<file path="src/rtl/conv_feeder.sv">
// conv_feeder: streaming front end for the 3x3 convolver. Loads nine serial
// weights into the convolver with one w_w strike, then turns a row-major
// pixel stream into 3x3 windows (two line buffers + 3x3 register window)
// and presents each complete window with a one-cycle if_w strike.
//
// Ports:
//   clk, rst (sync, active-low)
//   start, load_w           frame request (sampled in IDLE only)
//   wt_valid/wt_data/wt_ready     weight stream in
//   pix_valid/pix_data/pix_ready  pixel stream in
//   w_w, w_out0..w_out8     weight strike + held weights
//   if_w, if_out0..if_out8  window strike + held window (8 = newest pixel)
//   frame_done, busy        status
//
// Build option: define FEEDER_STRIDE2_EN to emit only windows whose
// anchor (r-2, c-2) is even in both dimensions (stride 2).

module conv_feeder #(
    parameter int IMG_W  = 8,
    parameter int IMG_H  = 8,
    parameter int DATA_W = 8
) (
    input  logic              clk,
    input  logic              rst,
    input  logic              start,
    input  logic              load_w,
    input  logic              wt_valid,
    input  logic [DATA_W-1:0] wt_data,
    output logic              wt_ready,
    input  logic              pix_valid,
    input  logic [DATA_W-1:0] pix_data,
    output logic              pix_ready,
    output logic              w_w,
    output logic [DATA_W-1:0] w_out0,
    output logic [DATA_W-1:0] w_out1,
    output logic [DATA_W-1:0] w_out2,
    output logic [DATA_W-1:0] w_out3,
    output logic [DATA_W-1:0] w_out4,
    output logic [DATA_W-1:0] w_out5,
    output logic [DATA_W-1:0] w_out6,
    output logic [DATA_W-1:0] w_out7,
    output logic [DATA_W-1:0] w_out8,
    output logic              if_w,
    output logic [DATA_W-1:0] if_out0,
    output logic [DATA_W-1:0] if_out1,
    output logic [DATA_W-1:0] if_out2,
    output logic [DATA_W-1:0] if_out3,
    output logic [DATA_W-1:0] if_out4,
    output logic [DATA_W-1:0] if_out5,
    output logic [DATA_W-1:0] if_out6,
    output logic [DATA_W-1:0] if_out7,
    output logic [DATA_W-1:0] if_out8,
    output logic              frame_done,
    output logic              busy
);

    localparam int CW = $clog2(IMG_W);
    localparam int RW = $clog2(IMG_H);
    localparam logic [CW-1:0] C_LAST = CW'(IMG_W - 1);
    localparam logic [RW-1:0] R_LAST = RW'(IMG_H - 1);

    typedef enum logic [2:0] {
        S_IDLE,
        S_LOAD_W,
        S_WSTRB,
        S_STREAM,
        S_DONE
    } state_e;

    state_e            state_q;
    logic [3:0]        wcnt_q;
    logic [CW-1:0]     c_q;
    logic [RW-1:0]     r_q;

    logic [DATA_W-1:0] wstage_q [9];
    logic [DATA_W-1:0] wout_q   [9];
    logic [DATA_W-1:0] win_q    [9];
    logic [DATA_W-1:0] ifout_q  [9];
    logic [DATA_W-1:0] win_d    [9];

    // lb1 holds row r-1, lb2 holds row r-2, both indexed by column
    logic [DATA_W-1:0] lb1_q [IMG_W];
    logic [DATA_W-1:0] lb2_q [IMG_W];

    logic wt_ready_q;
    logic pix_ready_q;
    logic w_w_q;
    logic if_w_q;
    logic frame_done_q;
    logic busy_q;

    logic              wt_acc;
    logic              pix_acc;
    logic              last_pix;
    logic              emit;
    logic [DATA_W-1:0] top_px;
    logic [DATA_W-1:0] mid_px;

    // ready flops are only ever set in their own state
    assign wt_acc   = wt_valid & wt_ready_q;
    assign pix_acc  = pix_valid & pix_ready_q;
    assign last_pix = (r_q == R_LAST) && (c_q == C_LAST);

    assign top_px = lb2_q[c_q];
    assign mid_px = lb1_q[c_q];

    // Window after shifting in the current column of rows r-2, r-1, r
    always_comb begin
        for (int dr = 0; dr < 3; dr++) begin
            win_d[3*dr]     = win_q[3*dr+1];
            win_d[3*dr + 1] = win_q[3*dr+2];
            win_d[3*dr + 2] = win_q[3*dr+2];
        end
        win_d[2] = top_px;
        win_d[5] = mid_px;
        win_d[8] = pix_data;
    end

    // Rows/columns 0 and 1 only fill the window; they never complete one
    always_comb begin
        emit = (r_q >= RW'(2)) && (c_q >= CW'(2));
`ifdef FEEDER_STRIDE2_EN
        emit = emit && !r_q[0] && !c_q[0];
`endif
    end

    always_ff @(posedge clk) begin
        if (!rst) begin
            state_q      <= S_IDLE;
            wcnt_q       <= '0;
            c_q          <= '0;
            r_q          <= '0;
            wt_ready_q   <= 1'b0;
            pix_ready_q  <= 1'b0;
            w_w_q        <= 1'b0;
            if_w_q       <= 1'b0;
            frame_done_q <= 1'b0;
            busy_q       <= 1'b0;
            for (int i = 0; i < 9; i++) begin
                wstage_q[i] <= '0;
                wout_q[i]   <= '0;
                win_q[i]    <= '0;
                ifout_q[i]  <= '0;
            end
        end else begin
            w_w_q        <= 1'b0;
            if_w_q       <= 1'b0;
            frame_done_q <= 1'b0;
            unique case (state_q)
                S_IDLE: begin
                    if (start) begin
                        busy_q <= 1'b1;
                        if (load_w) begin
                            state_q    <= S_LOAD_W;
                            wt_ready_q <= 1'b1;
                        end else begin
                            state_q     <= S_STREAM;
                            pix_ready_q <= 1'b1;
                        end
                    end
                end
                S_LOAD_W: begin
                    if (wt_acc) begin
                        for (int i = 0; i < 8; i++) begin
                            wstage_q[i] <= wstage_q[i+1];
                        end
                        wstage_q[8] <= wt_data;
                        if (wcnt_q == 4'd8) begin
                            // publish the full set so it is visible in WSTRB
                            for (int i = 0; i < 8; i++) begin
                                wout_q[i] <= wstage_q[i+1];
                            end
                            wout_q[8]  <= wt_data;
                            wcnt_q     <= '0;
                            wt_ready_q <= 1'b0;
                            w_w_q      <= 1'b1;
                            state_q    <= S_WSTRB;
                        end else begin
                            wcnt_q <= wcnt_q + 4'd1;
                        end
                    end
                end
                S_WSTRB: begin
                    state_q     <= S_STREAM;
                    pix_ready_q <= 1'b1;
                end
                S_STREAM: begin
                    if (pix_acc) begin
                        win_q <= win_d;
                        if (emit) begin
                            if_w_q  <= 1'b1;
                            ifout_q <= win_d;
                        end
                        if (c_q == C_LAST) begin
                            c_q <= '0;
                            r_q <= (r_q == R_LAST) ? '0 : r_q + RW'(1);
                        end else begin
                            c_q <= c_q + CW'(1);
                        end
                        if (last_pix) begin
                            pix_ready_q  <= 1'b0;
                            frame_done_q <= 1'b1;
                            state_q      <= S_DONE;
                        end
                    end
                end
                S_DONE: begin
                    busy_q  <= 1'b0;
                    state_q <= S_IDLE;
                end
                default: begin
                    state_q <= S_IDLE;
                end
            endcase
        end
    end

    // Line buffers are deliberately not cleared; the r>=2 qualification
    // keeps stale rows from a previous frame out of emitted windows.
    always_ff @(posedge clk) begin
        if (rst && pix_acc) begin
            lb2_q[c_q] <= lb1_q[c_q];
            lb1_q[c_q] <= pix_data;
        end
    end

    assign wt_ready   = wt_ready_q;
    assign pix_ready  = pix_ready_q;
    assign w_w        = w_w_q;
    assign if_w       = if_w_q;
    assign frame_done = frame_done_q;
    assign busy       = busy_q;

    assign w_out0 = wout_q[0];
    assign w_out1 = wout_q[1];
    assign w_out2 = wout_q[2];
    assign w_out3 = wout_q[3];
    assign w_out4 = wout_q[4];
    assign w_out5 = wout_q[5];
    assign w_out6 = wout_q[6];
    assign w_out7 = wout_q[7];
    assign w_out8 = wout_q[8];

    assign if_out0 = ifout_q[0];
    assign if_out1 = ifout_q[1];
    assign if_out2 = ifout_q[2];
    assign if_out3 = ifout_q[3];
    assign if_out4 = ifout_q[4];
    assign if_out5 = ifout_q[5];
    assign if_out6 = ifout_q[6];
    assign if_out7 = ifout_q[7];
    assign if_out8 = ifout_q[8];

endmodule

</file>
<file path="config.mk">
export PLATFORM = sky130hd
export DESIGN_NAME = conv_feeder
export DESIGN_NICKNAME = d
export VERILOG_FILES = /design/src/rtl/conv_feeder.sv
export SDC_FILE = /design/constraint.sdc
export NUM_CORES = 1
export LEC_CHECK = 0
export BUFFER_PORTS_ARGS = -buffer_cell sky130_fd_sc_hd__buf_2
export CORE_ASPECT_RATIO = 1.25
export CORE_MARGIN = 2
export CORE_UTILIZATION = 55
export CTS_CLUSTER_DIAMETER = 60
export CTS_CLUSTER_SIZE = 24
export DETAILED_ROUTE_END_ITERATION = 8
export PLACE_DENSITY = 0.76
export SYNTH_ARGS = -nofsm -noshare
export SYNTH_HDL_FRONTEND = slang
export SYNTH_SLANG_ARGS = --single-unit
</file>
<file path="constraint.sdc">
create_clock -name clk -period 19.3 [get_ports clk]
set_input_delay 1.93 -clock clk [delete_from_list [all_inputs] [get_ports clk]]
set_output_delay 1.93 -clock clk [all_outputs]
set_load 0.005 [all_outputs]
</file>
==> flow_summary_export.csv <==
group,metric,value,unit
final_layout,final_nets,1258,
clock_tree,clkLatencyLatePin,0.53,ns
setup_path,critPathRequiredTime,19.69,ns
final_layout,antenna_cells,0,
synth,ys_seq_elements,406,
timing,period_needed,3.80,ns
clock_tree,cts-root-buf,"clkbuf_16",
timing,fin_tns_setup,0,ns
clock_tree,clk_pin_slew,0.09,ns
detailed_routing,drc,0,
global_route,antenna_found_initial,1,
global_route,grt_pass1_vias,8192,
status,status,"completed",
detailed_routing,ant_nets,0,
final_layout,areaGrowthSynthToFinish,11.8,%
global_route,grt_usage,0.202,
floorplan,start_util,0.557,
floorplan,fp.dieArea,0.0284,mm2
setup_path,max_stage_delay,0.96,ns
clock_tree,cts.path.max_buffers,3,
detailed_routing,drt-total-wl,28600,um
clock_tree,post_cts_buffers,0,
final_layout,fin_cells,1589,
synth,synthArstFlopShare,0,
floorplan,die_h,188,um
timing,tightest_slew,1.20,ns
floorplan,fp.coreArea,0.0267,mm2
synth,synthesis.nets,1120,
synth,ys_warn_count,0,
timing,hold_violations,0,
timing,rsz0062_at_grt,"no",
final_layout,final_common_cell,"edfxtp_1",
detailed_routing,wire_per_inst,18.0,um
flow_run,maxCapViolCount,0,
placed_design,gp_congestion,0.767,
setup_path,end_kind,"flop",
global_route,grt_pass1_wl,44500,um
floorplan,pin_count,172,
timing,maxSlewViolCount,0,
detailed_routing,dr_total_vias,8505,
setup_path,cp_max_fo,64,
global_route,grt_start_max_net_pins,89,
clock_tree,htreeDepth,1,
clock_tree,cts_sinks,406,
setup_path,arrival,4.19,ns
power,total_power,1.47,mW
clock_tree,hold_buffers,0,
timing,setup_violations,0,
placed_design,dp.cells,1549,
global_route,overflow,0,
detailed_routing,first_pass_iters,5,
final_layout,fin_area,0.0167,mm2
synth,syn_inst,1090,
setup_path,start_kind,"primary input",
synth,synthesis.area,0.0149,mm2
timing,post-route-period-util,0.197,
placed_design,dpl_cell_area,0.0160,mm2
power,ir_worst_vdd,62.1,uV
placed_design,dp_hpwl,17800,um
timing,relSlewSlack,0.203,
synth,ys.flop_type,"edfxtp_1",
timing,holdWs,0.447,ns
final_layout,drive_gt1_frac,0.211,
synth,avgSynthCellArea,13.7,um2
timing,skew,0.0173,ns
synth,synth_cell_types,41,
placed_design,io_buffers,171,
floorplan,die_w,151,um
clock_tree,cts_resized,0,
timing,fmaxAchievable,263,MHz
detailed_routing,drt_iter0_drc,758,
clock_tree,cts_buffers,22,
synth,synth-edff-count,264,
worst_hold_path,hold_class,"reg -> reg",
clock_tree,cts_tree,"built",
detailed_routing,viasPerCell,5.35,
power,leakagePower,6.04,nW
setup_path,crit_type,"in -> reg",
synth,ys_seq_area_frac,0.723,
setup_path,path_cells,"buf_2, clkinv_2, nor2_4, and2_1",
power,power.density,88.6,mW/mm2
final_layout,final_cell_mix,"264 x edfxtp_1, 187 x nand2_1, 171 x buf_2, 140 x dfxtp_1, 137 x and2_1",
setup_path,crit_slowest_cell,"nor2_4",
floorplan,num_rows,67,
## metal layers
| metal | vias up | share of wire | global-route usage |
|---|---|---|---|
| li1 | 4101 | - | - |
| met1 | 4136 | 0.42 | 0.286 |
| met2 | 222 | 0.50 | 0.329 |
| met3 | 44 | 0.057 | 0.0290 |
| met4 | 2 | 0.024 | 0.0557 |
| met5 | - | 0.00038 | 0 |
## report_power, final
part	internal, mW	switching [mW]
sequential	0.935	0.00571
clock	0.235	0.266
combinational	0.0100	0.0238
## Yosys cell counts (13+ instances only)
master / instances / area share
a21oi_1: 130 / 0.044
inv_1: 13 / 0.0033
buf_2: 15 / 0.0050
and2_1: 138 / 0.058
o21ai_0: 34 / 0.011
clkbuf_1: 27 / 0.0068
nor2_1: 16 / 0.0040
nand2_1: 188 / 0.047
edfxtp_1: 264 / 0.53
dfxtp_1: 142 / 0.19
mux4_2: 32 / 0.048
mux2i_1: 16 / 0.011
## final timing paths
check / start / slack, ns / endpoint / depth (start not counted)
hold reg to reg: win_d[19]$_SDFFE_PN0P_ / 0.45 / if_out6[3]$_SDFFE_PN0P_ / 2
hold / removal: win_d[19]$_SDFFE_PN0P_ / 0.45 / if_out6[3]$_SDFFE_PN0P_ / 2
setup reg to reg: state_q[0]$_SDFFE_PN0P_ / 16.54 / if_out1[7]$_SDFFE_PN0P_ / 5
setup / recovery: rst / 15.50 / wstage_q[0][55]$_SDFFCE_PN0P_ / 4
## kinds of logic (layout without fill, tap and decap cells)
| logic type | Yosys count | count (layout) | share of synthesized area |
|---|---|---|---|
| and+or+nand+nor | 373 | 373 | 0.124 |
| DFF | 406 | 406 | 0.723 |
| AOI/OAI and AO/OA | 174 | 174 | 0.0602 |
| adders and majority gates | 8 | 8 | 0.00672 |
| buffers and inverters | 79 | 233 | 0.0260 |
| muxes | 48 | 48 | 0.0591 |
| xor gates and xnor gates | 2 | 2 | 0.00118 |
## registers in the layout, indices dropped and copies added (netlist names), 48 cells and up, named ones only
| register | cells |
|---|---|
| wout_q | 72 |
| lb2_q | 64 |
| win_d | 48 |
| wstage_q | 64 |
| lb1_q | 64 |
## worst max-delay path: cells and delay by family
| kind | cells | cell delay, ns |
|---|---|---|
| simple gates | 2 | 1.20 |
| buf+inv | 2 | 1.02 |
## stage by stage
step                worst slack [ns]   util
floorplan                      11.17      -
global placement               14.98  0.597
detailed placement             14.91  0.597
CTS                            15.48  0.623
global route                   15.23  0.623
finish                         15.50  0.623
## cell type report
class / count / area (um2)
sequential: 406 / 10800
fill: 1992 / 10100
multi-input combinational: 605 / 3780
timing repair buffer: 180 / 923
clock buffer: 33 / 613
tap: 345 / 432
clock inverter: 7 / 77.6
inverter: 13 / 50.0
Note: power is estimated with default switching activity, not from simulation.
